**config.mk**
```make
export PLATFORM = sky130hd
export DESIGN_NAME = trace_capture_ctrl
export DESIGN_NICKNAME = d
export VERILOG_FILES = /design/src/rtl/trace_capture_pkg.sv /design/src/rtl/trace_trig_detect.sv /design/src/rtl/trace_capture_ctrl.sv
export SDC_FILE = /design/constraint.sdc
export NUM_CORES = 1
export LEC_CHECK = 0
export BUFFER_PORTS_ARGS = -buffer_cell sky130_fd_sc_hd__buf_2
export CORE_AREA = 2 2 87 89
export CTS_CLUSTER_SIZE = 12
export DETAILED_ROUTE_END_ITERATION = 8
export DIE_AREA = 0 0 89 91
export GPL_TIMING_DRIVEN = 0
export HOLD_SLACK_MARGIN = 0.02
export PLACE_DENSITY = 0.86
export SLEW_MARGIN = 20
export SYNTH_ARGS = -nofsm -noshare
export SYNTH_HDL_FRONTEND = slang
export SYNTH_SLANG_ARGS = --single-unit
```
**constraint.sdc**
```tcl
create_clock -name emu_clk -period 5.9 [get_ports emu_clk]
set_input_delay 0.295 -clock emu_clk [delete_from_list [all_inputs] [get_ports emu_clk]]
set_output_delay 0.295 -clock emu_clk [all_outputs]
set_load 0.05 [all_outputs]
```
**src/rtl/trace_capture_pkg.sv**
```systemverilog
// Shared types and default widths for the trace capture sequencer.
package trace_capture_pkg;

   localparam int unsigned TIME_W_DEF  = 64;
   localparam int unsigned CNT_W_DEF   = 10;
   localparam int unsigned STATE_W     = 3;

   // Capture sequencer states; encoding is visible on state_o.
   typedef enum logic [STATE_W-1:0] {
      IDLE = 3'd0,
      PRE  = 3'd1,
      WAIT = 3'd2,
      POST = 3'd3,
      DONE = 3'd4
   } trace_state_t;

endpackage

```
**src/rtl/trace_trig_detect.sv**
```systemverilog
// Strobe-qualified trigger edge detector.
// trig_in is only looked at on decimation strobes and compared with the value
// captured at the previous strobe. On arm the history is loaded with the level
// that cannot fire the selected edge, so the first post-arm strobe only fires
// on a genuine transition relative to that neutral level.
module trace_trig_detect (
   input  logic clk,
   input  logic rst,
   input  logic strobe,
   input  logic arm_init,
   input  logic trig_in,
   input  logic trig_fall,
   output logic edge_det
);

   logic hist;

   // History register: neutral level on arm, otherwise last strobed trig_in.
   always_ff @(posedge clk or posedge rst) begin
      if (rst) begin
         hist <= 1'b0;
      end else if (arm_init) begin
         hist <= trig_fall;
      end else if (strobe) begin
         hist <= trig_in;
      end
   end

   // Edge select: rising fires on 0->1, falling fires on 1->0.
   always_comb begin
      edge_det = strobe & (trig_fall ? (hist & ~trig_in) : (~hist & trig_in));
   end

endmodule

```
**src/rtl/trace_capture_ctrl.sv**
```systemverilog
// Trace capture sequencer: arm, decimated pre-trigger samples, trigger edge,
// fixed-length post-trigger run, stop.
// Optional build macro TRACE_CAPTURE_TIMESTAMP_EN adds the trig_time port,
// which latches emu_time on the trigger strobe and clears on arm.
//
// Sample handshake: a sample is offered when cap_valid is high and transfers
// on any clock edge where cap_valid and cap_ready are both high; cap_valid and
// the tags hold until that transfer. A strobe that finds a sample pending and
// not transferring in the same cycle is dropped and sets ovf.
module trace_capture_ctrl
   import trace_capture_pkg::*;
#(
   parameter int unsigned TIME_W = TIME_W_DEF,
   parameter int unsigned CNT_W  = CNT_W_DEF
) (
   input  logic              emu_clk,
   input  logic              emu_rst,
   input  logic              emu_dec_cmp,
   input  logic [TIME_W-1:0] emu_time,
   input  logic              arm,
   input  logic              abort,
   input  logic              trig_in,
   input  logic              trig_fall,
   input  logic [CNT_W-1:0]  pre_len,
   input  logic [CNT_W-1:0]  post_len,
   output logic              cap_valid,
   input  logic              cap_ready,
   output logic              cap_pre,
   output logic              cap_trig,
   output logic              cap_last,
   output logic [2:0]        state_o,
   output logic              busy,
   output logic              done,
   output logic              ovf
`ifdef TRACE_CAPTURE_TIMESTAMP_EN
   ,output logic [TIME_W-1:0] trig_time
`endif
);

   trace_state_t     state;
   logic [CNT_W-1:0] pre_cnt;
   logic [CNT_W-1:0] post_cnt;
   logic [CNT_W-1:0] pre_len_q;
   logic [CNT_W-1:0] post_len_q;
   logic [CNT_W-1:0] pre_cnt_inc;
   logic [CNT_W-1:0] post_cnt_inc;
   logic             hs;
   logic             slot_free;
   logic             arm_take;
   logic             edge_det;

   // Handshake qualifiers and saturating counter increments.
   always_comb begin
      hs           = cap_valid & cap_ready;
      slot_free    = ~cap_valid | cap_ready;
      arm_take     = arm & ~abort & ((state == IDLE) | (state == DONE));
      pre_cnt_inc  = (pre_cnt == '1)  ? pre_cnt  : pre_cnt + 1'b1;
      post_cnt_inc = (post_cnt == '1) ? post_cnt : post_cnt + 1'b1;
   end

   trace_trig_detect u_trig (
      .clk       (emu_clk),
      .rst       (emu_rst),
      .strobe    (emu_dec_cmp),
      .arm_init  (arm_take),
      .trig_in   (trig_in),
      .trig_fall (trig_fall),
      .edge_det  (edge_det)
   );

   // Sequencer FSM with registered sample strobe, tags and overflow flag.
   always_ff @(posedge emu_clk or posedge emu_rst) begin
      if (emu_rst) begin
         state      <= IDLE;
         cap_valid  <= 1'b0;
         cap_pre    <= 1'b0;
         cap_trig   <= 1'b0;
         cap_last   <= 1'b0;
         ovf        <= 1'b0;
         pre_cnt    <= '0;
         post_cnt   <= '0;
         pre_len_q  <= '0;
         post_len_q <= '0;
      end else begin
         if (hs) begin
            cap_valid <= 1'b0;
            cap_pre   <= 1'b0;
            cap_trig  <= 1'b0;
            cap_last  <= 1'b0;
         end
         if (abort) begin
            state     <= IDLE;
            cap_valid <= 1'b0;
            cap_pre   <= 1'b0;
            cap_trig  <= 1'b0;
            cap_last  <= 1'b0;
         end else begin
            case (state)
               IDLE, DONE: begin
                  if (arm) begin
                     ovf        <= 1'b0;
                     pre_cnt    <= '0;
                     post_cnt   <= '0;
                     pre_len_q  <= pre_len;
                     post_len_q <= (post_len == '0) ? CNT_W'(1) : post_len;
                     state      <= (pre_len == '0) ? WAIT : PRE;
                  end
               end
               PRE: begin
                  if (emu_dec_cmp) begin
                     if (slot_free) begin
                        cap_valid <= 1'b1;
                        cap_pre   <= 1'b1;
                        cap_trig  <= 1'b0;
                        cap_last  <= 1'b0;
                        pre_cnt   <= pre_cnt_inc;
                        if (pre_cnt_inc == pre_len_q) state <= WAIT;
                     end else begin
                        ovf <= 1'b1;
                     end
                  end
               end
               WAIT: begin
                  if (emu_dec_cmp) begin
                     if (slot_free) begin
                        cap_valid <= 1'b1;
                        cap_last  <= 1'b0;
                        if (edge_det) begin
                           cap_pre  <= 1'b0;
                           cap_trig <= 1'b1;
                           cap_last <= (post_len_q == CNT_W'(1));
                           post_cnt <= CNT_W'(1);
                           state    <= POST;
                        end else begin
                           cap_pre  <= 1'b1;
                           cap_trig <= 1'b0;
                        end
                     end else begin
                        ovf <= 1'b1;
                     end
                  end
               end
               POST: begin
                  if (hs && cap_last) state <= DONE;
                  // Strobes after the final sample has been emitted are ignored.
                  if (emu_dec_cmp && (post_cnt != post_len_q)) begin
                     if (slot_free) begin
                        cap_valid <= 1'b1;
                        cap_pre   <= 1'b0;
                        cap_trig  <= 1'b0;
                        cap_last  <= (post_cnt_inc == post_len_q);
                        post_cnt  <= post_cnt_inc;
                     end else begin
                        ovf <= 1'b1;
                     end
                  end
               end
               default: state <= IDLE;
            endcase
         end
      end
   end

`ifdef TRACE_CAPTURE_TIMESTAMP_EN
   // Trigger timestamp: cleared on arm, captured on the accepted trigger strobe.
   always_ff @(posedge emu_clk or posedge emu_rst) begin
      if (emu_rst) begin
         trig_time <= '0;
      end else if (arm_take) begin
         trig_time <= '0;
      end else if (!abort && (state == WAIT) && emu_dec_cmp && slot_free && edge_det) begin
         trig_time <= emu_time;
      end
   end
`else
   logic unused_time;
   assign unused_time = ^emu_time;
`endif

   // Status decode from the registered state.
   always_comb begin
      state_o = state;
      busy    = (state != IDLE) && (state != DONE);
      done    = (state == DONE);
   end

endmodule

```
Word-level counts from Yosys, hierarchy flattened

Index checks and enable logic that the tools add are counted.

Latch bits: 0
Memory bits (read-only): 0
Bits in registers: 49
Word-level logic and storage cells: 138
Bits of input ports: 92
Output and inout bits: 10
Memories: 0
RAM bits: 0

Eq/ne operators: 28
Mux-type cells: 67
Divide/modulo/power cells: 0
$add $sub $neg: 2
Shifts and indexed selects: 0
$lt $le $gt $ge: 0
Reduce and logical (&&, ||, !) cells: 18
Bitwise operators: 12
Multipliers: 0

Operators by type and width:

| cell                                                             | count |
|---|---|
| 10-bit two-way mux                                               | 11 |
| 1-bit two-way mux                                                | 38 |
| 10-bit one-hot mux with 3 select lines                           | 1 |
| 3-bit two-way mux                                                | 9 |
| 3-bit != test, second input constant                             | 9 |
| 10-bit by 1-bit adder with 10-bit output, second input constant  | 2 |
| 10-bit == test                                                   | 2 |
| 10-bit == test, second input constant                            | 2 |
| 10-bit zero test                                                 | 2 |
| 10-bit one-hot mux with 2 select lines                           | 1 |
| 2-bit != test, second input constant                             | 8 |
| 8-bit AND reduction                                              | 2 |
| 1-bit one-hot mux with 3 select lines                            | 4 |
| 3-bit one-hot mux with 4 select lines                            | 1 |
| 10-bit by 1-bit == test with 1-bit output, second input constant | 1 |
| 10-bit != test                                                   | 1 |
| 5-bit AND reduction                                              | 2 |
| 3-bit nonzero test                                               | 3 |
| 1-bit AND                                                        | 6 |
| 3-bit by 2-bit == test with 1-bit output, second input constant  | 2 |
| 1-bit inverter                                                   | 4 |
| 2-bit nonzero test                                               | 2 |
| 2-bit OR reduction                                               | 2 |
| 3-bit by 1-bit == test with 1-bit output, second input constant  | 1 |
| 8 further kinds                                                  | 11 |

Longest topological paths before layout

Depth after elaboration: 9
Mapped depth: 9
Gate-level depth less buffers: 7

Modules after synthesis

Synthesis repeated with hierarchy kept, for this count alone.

Cell total of the unflattened synthesis: 412
Area, all modules: 3639.7 µm²

Modules (own cells, without submodules):

| module             | area each (µm²) | instances | cells each | sequential area each (µm²) |
|---|---|---|---|---|
| trace_capture_ctrl | 3568.4          | 1         | 404        | 1201.2 |
| trace_trig_detect  | 71.3            | 1         | 8          | 25.0 |

Worst setup path after synthesis

OpenSTA, ideal clock, no wires.

Path kind: register to register
Start: register state[1] (netlist: state_o[1])
End: register post_len_q[1]
Stages on the path, launching flop included: 7
Path slack: 3.583 ns
Required time: 5.775 ns
Buffers on the path: 1
Setup time: 0.125 ns
Clock period less this slack: 2.317 ns
Arrival time: 2.192 ns
Path through: dfrtp_1 -> nand2b_1 -> a2111oi_2 -> o311ai_1 -> nor2_4 -> buf_6 -> mux2_2

Longest elaborated chain between the ends: 3
Elaborated cells on any way between the ends: 4
Those cells by class: 1 x eq/ne; 3 x reduce/logical

Ends and longest elaborated chain:

| what                                                    | line                      | RTL |
|---|---|---|
| start: declaration                                      | trace_capture_ctrl.sv:40  | `trace_state_t state;` |
| start signal: assignment                                | trace_capture_ctrl.sv:106 | `state <= (pre_len == '0) ? WAIT : PRE;` |
| 3-bit == test / 3-bit zero test (equally long branches) | trace_capture_ctrl.sv:98  | `case (state)` |
| 2-bit OR reduction (*)                                  | trace_capture_ctrl.sv:98  |  |
| 3-bit AND reduction (no source line) (*)                | -                         |  |
| end signal: assignment                                  | trace_capture_ctrl.sv:105 | `post_len_q <= (post_len == '0) ? CNT_W'(1) : post_len;` |
| end: declaration                                        | trace_capture_ctrl.sv:44  | `logic [CNT_W-1:0] post_len_q;` |

Mark *: on every way between the ends. The rest lies on a longest branch, timed or not.
A chain may end at the register's enable or synchronous reset.

Worst setup path after layout

Start: register pre_cnt[0]
End: register state[1] (netlist: state_o[1])

Longest elaborated chain between the ends: 5
Elaborated cells on any way between the ends: 6
Those cells by class: 1 x add/sub; 3 x eq/ne; 1 x mux; 1 x reduce/logical

Ends and longest elaborated chain:

| what                                                                              | line                      | RTL |
|---|---|---|
| start: declaration                                                                | trace_capture_ctrl.sv:41  | `logic [CNT_W-1:0] pre_cnt;` |
| start signal: assignment                                                          | trace_capture_ctrl.sv:116 | `pre_cnt <= pre_cnt_inc;` |
| 10-bit by 1-bit adder with 10-bit output / 10-bit == test (equally long branches) | trace_capture_ctrl.sv:57  | `pre_cnt_inc = (pre_cnt == '1) ? pre_cnt : pre_cnt + 1'b1;` |
| 10-bit two-way mux (*)                                                            | trace_capture_ctrl.sv:57  |  |
| 10-bit == test (*)                                                                | trace_capture_ctrl.sv:117 | `if (pre_cnt_inc == pre_len_q) state <= WAIT;` |
| 3-bit != test (no source line) (*)                                                | -                         |  |
| 8-bit AND reduction (no source line) (*)                                          | -                         |  |

Marked as above.

==> summary.md <==
| Metric | Value |
|---|---|
| Status | finished clean |
| Maximum vdd drop | roughly 230 uV |
| Die H | about 91 um |
| Critical path class | reg2reg |
| Reg2Reg Setup Slack | roughly 3100 ps |
| Area grow syn2layout | 12.7% |
| PwrDens | ~360 mW/mm2 |
| CTS tree | done |
| Final setup fails | 0 |
| Clk pin slew, worst setup/hold paths | 110 ps |
| Vias in the first global route | between 3000 and 4000 |
| Net count, final | about 540 |
| # IOs | 102 |
| Post-Synth Adder-Cell Area | less than 1% |
| Worst path required time | around 6100 ps |
| Cts hold-fix bufs | 0 |
| Total Neg Setup Slack | 0 ps |
| Worst-Margin Slew | approximately 800 ps |
| Syn_area_per_cell | just under 9 um2 |
| Most common cell after layout, fill and taps aside | dfrtp_1 |
| Worst Hold Class | in2async |
| Crit path time final | approximately 2800 ps |
| Cell area after layout | roughly 0.004 mm2 |
| N_diodes | 0 |
| Core outline area | ~0.0071 mm2 |
| Startpoint Class | register |
| DR vias/cell | slightly above 6 |
| Switch Pwr | 0.000596 W |
| Critical path launch point | pre_cnt[0] |
| RSZ-0062 raised after global routing | no |
| Die ar. | 0.00810 mm2 |
| Fill cells | a little under 700 |
| Layout Skew | between 10 and 15 ps |
| Worst EP arrival | 3020 ps |
| Inserted Clock Buffers | 5 |
| Sw Ratio | 42.5% |
| I/O Buffers | 37 |
| Synth Register Bits | between 40 and 50 |
| Initial DRC Count | about 230 |
| Post-CTS Resized | 0 |
| Clock power frac | around 18% |
| Drt first pass iters | 5 |
| Detailed Route WL | between 9 and 10 mm |
| Net Count, Synth | 490 |
| Starting Density | between 40% and 50% |
| Max_slew headroom | approximately 46% |
| Post-synthesis cell area | approximately 0.0035 mm2 |
| Util after Layout | a little under three fifths |
| Post-synthesis mux area share | approximately 6.6% |
| Flop pwr share | between 30% and 40% |
| Crit. End Element | register |
| Via Count | between 3000 and 4000 |
| Placer Congestion | about 0.98 |
| CTS Sinks | between 40 and 50 |
| Largest net degree at the start of global routing | 27 |
| Total global-route track usage | a little under a quarter |
| Leak | approximately 1.6 nW |
| Drt wl/cell | 17.4 um |
| Rows | 31 |
| Synthesis Warnings | 0 |
| Reg2Reg Launch Point | pre_cnt[0] |
| Post-synthesis simple-gate area fraction | a little over a fifth |
| Asr flop ratio synth | between 90% and 100% |
| Congestion Overflow GR | 0 |
| Layout cells sized above 1 | 19.9% |
| Syn Inst Count | between 300 and 400 |
| Largest family of logic cells by synthesized area | compound AO/OA/AOI/OAI gates |
| First-pass GRT wire length | around 15 mm |
| CP Max Fanout | 9 |
| Sequential fraction of the synthesis area | a little over a third |
| Commonest non-fill, non-tap cells in the layout | dfrtp_1, buf_2, nand2_1, nor2_1, a21oi_1 |
| Top FF cell, synth | dfrtp_1 |
| Final hold vios | 0 |
| Internal power | around 0.0008 W |
| DP Wirelength | between 7 and 8 mm |
| Initial antenna violation count | 0 |
| Period utilisation layout | a little under half |
| Placed instance area | 0.00384 mm2 |
| Clk Latency, worst-skew pair | about 300 ps |
| Slew Limit Fails | 0 |
| Max Cap Violations | 0 |
| Post-CTS Setup Repair Bufs | 0 |
| Synth Area in Compound Gates | about a quarter |
| Clock root cell | clkbuf_8 |
| Residual DRC | 0 |
| Final ANT Viol Nets | 0 |
| Peak Freq | about 360 MHz |
| Post-synth EDFFs | 0 |
| Clock buffer depth | 2 |
| Die extent in x | ~90 um |
| Unique masters post-synth | 70 |
| Gate power share | a little over two fifths |
| Total number of H-tree levels | 2 |
| Xor/xnor cell area share of the yosys netlist | under 10% |
## critical path: stages, from the launching register on
cell and delay, ps:
dfrtp_1 520, ha_1 200, buf_2 210, nand3_1 270, or3_4 460, a21o_1 160
a221o_1 330, nor4b_2 410, o2bb2ai_1 160
## sequential cells by signal, summed over array words and instances, names as in the netlist
register / count
post_cnt: 10
post_len_q: 10
pre_cnt: 10
pre_len_q: 10
state_o: 3
cap_last: 1
cap_pre: 1
cap_trig: 1
cap_valid: 1
ovf: 1
u_trig.hist: 1
## per-stage QoR
| stage | total power (W) | worst slack (ps) | instances | hold slack [ps] |
|---|---|---|---|---|
| floorplan | 0.000981 | 3580 | 396 | 412 |
| global placement | 0.00112 | 3250 | 532 | 505 |
| detailed placement | 0.00115 | 3190 | 533 | 368 |
| CTS | 0.00140 | 3160 | 541 | 34.5 |
| global route | 0.00149 | 3020 | 541 | 58.9 |
| finish | 0.00140 | 3110 | 541 | 15.8 |
## synthesized netlist by cell type, types with 3 or more instances
| cell type | number | area share (%) |
|---|---|---|
| a31oi_1 | 11 | 2.0 |
| buf_6 | 5 | 1.6 |
| xor2_1 | 12 | 3.0 |
| and4_1 | 4 | 1.0 |
| a21oi_1 | 24 | 3.4 |
| o22a_1 | 6 | 1.5 |
| nand3_1 | 18 | 2.6 |
| o31ai_1 | 6 | 1.3 |
| dfrtp_1 | 49 | 35 |
| xnor2_1 | 10 | 2.5 |
| nand4_1 | 7 | 1.2 |
| o311ai_0 | 3 | 0.75 |
| nor4_1 | 6 | 1.1 |
| inv_1 | 15 | 1.6 |
| nor4b_1 | 3 | 0.75 |
| a41oi_1 | 4 | 1.0 |
| nor3b_1 | 3 | 0.64 |
| and3_1 | 3 | 0.53 |
| mux2_2 | 15 | 4.8 |
| nor2b_1 | 6 | 1.1 |
| nor3_1 | 8 | 1.1 |
| buf_2 | 8 | 1.1 |
| nor2_1 | 29 | 3.1 |
| o2bb2ai_1 | 3 | 0.75 |
| mux2i_1 | 4 | 1.1 |
| nand2_1 | 29 | 3.1 |
| o211ai_1 | 8 | 1.7 |
| o21ai_0 | 16 | 2.3 |
| clkbuf_1 | 14 | 1.5 |
| nand4b_1 | 3 | 0.75 |
| a21o_1 | 4 | 0.86 |
| a32oi_1 | 3 | 0.75 |
| a211oi_1 | 5 | 1.1 |
| nand2b_1 | 4 | 0.71 |
## power by group through the flow
| stage | Sequential, W | Combinational [W] | Clock (W) |
|---|---|---|---|
| after CTS | 0.000549 | 0.000595 | 0.000255 |
| final | 0.000555 | 0.000599 | 0.000250 |
| after floorplan | 0.000558 | 0.000423 | 0 |
| after global placement | 0.000548 | 0.000575 | 0 |
| after detailed placement | 0.000556 | 0.000593 | 0 |
| after global routing | 0.000567 | 0.000657 | 0.000268 |
## worst paths after layout
kind,to,depth (start not counted)
worst min-delay path,post_cnt[1],2
worst max-delay path,state_o[1],8
max in group asynchronous,pre_cnt[3],3
worst max register to register,state_o[1],8
worst min register to register,ovf,2
min in group emu_clk,u_trig.hist,3
## routing by layer
metal	part of all wire [%]	vias to the layer above	track usage, %
li1	-	1588	-
met1	46	1611	34.8
met2	46	134	37.2
met3	6.8	10	3.36
met4	1.2	0	6.84
met5	0	-	0
## area by class of cell
cell class | count | area, um2 | area share, %
repair buffers | 38 | 205 | 5.19
multi-input cells | 304 | 2070 | 52.5
inverters | 15 | 56.3 | 1.42
flip-flops and latches | 49 | 1230 | 31.0
clock buffers | 5 | 68.8 | 1.74
plain buffers | 28 | 153 | 3.86
well taps | 99 | 124 | 3.13
clock inverters | 3 | 46.3 | 1.17
## logic make-up (layout without fill, tap and decap cells)
family | count (synthesis) | in the layout
AO/OA/AOI/OAI | 121 | 121
XOR/XNOR | 22 | 22
adder cells (fa/ha/maj) | 2 | 2
buffers and inverters | 43 | 89
flip-flops | 49 | 49
multiplexers | 21 | 21
AND/OR/NAND/NOR | 138 | 138
(Power assumes the default switching activity.)
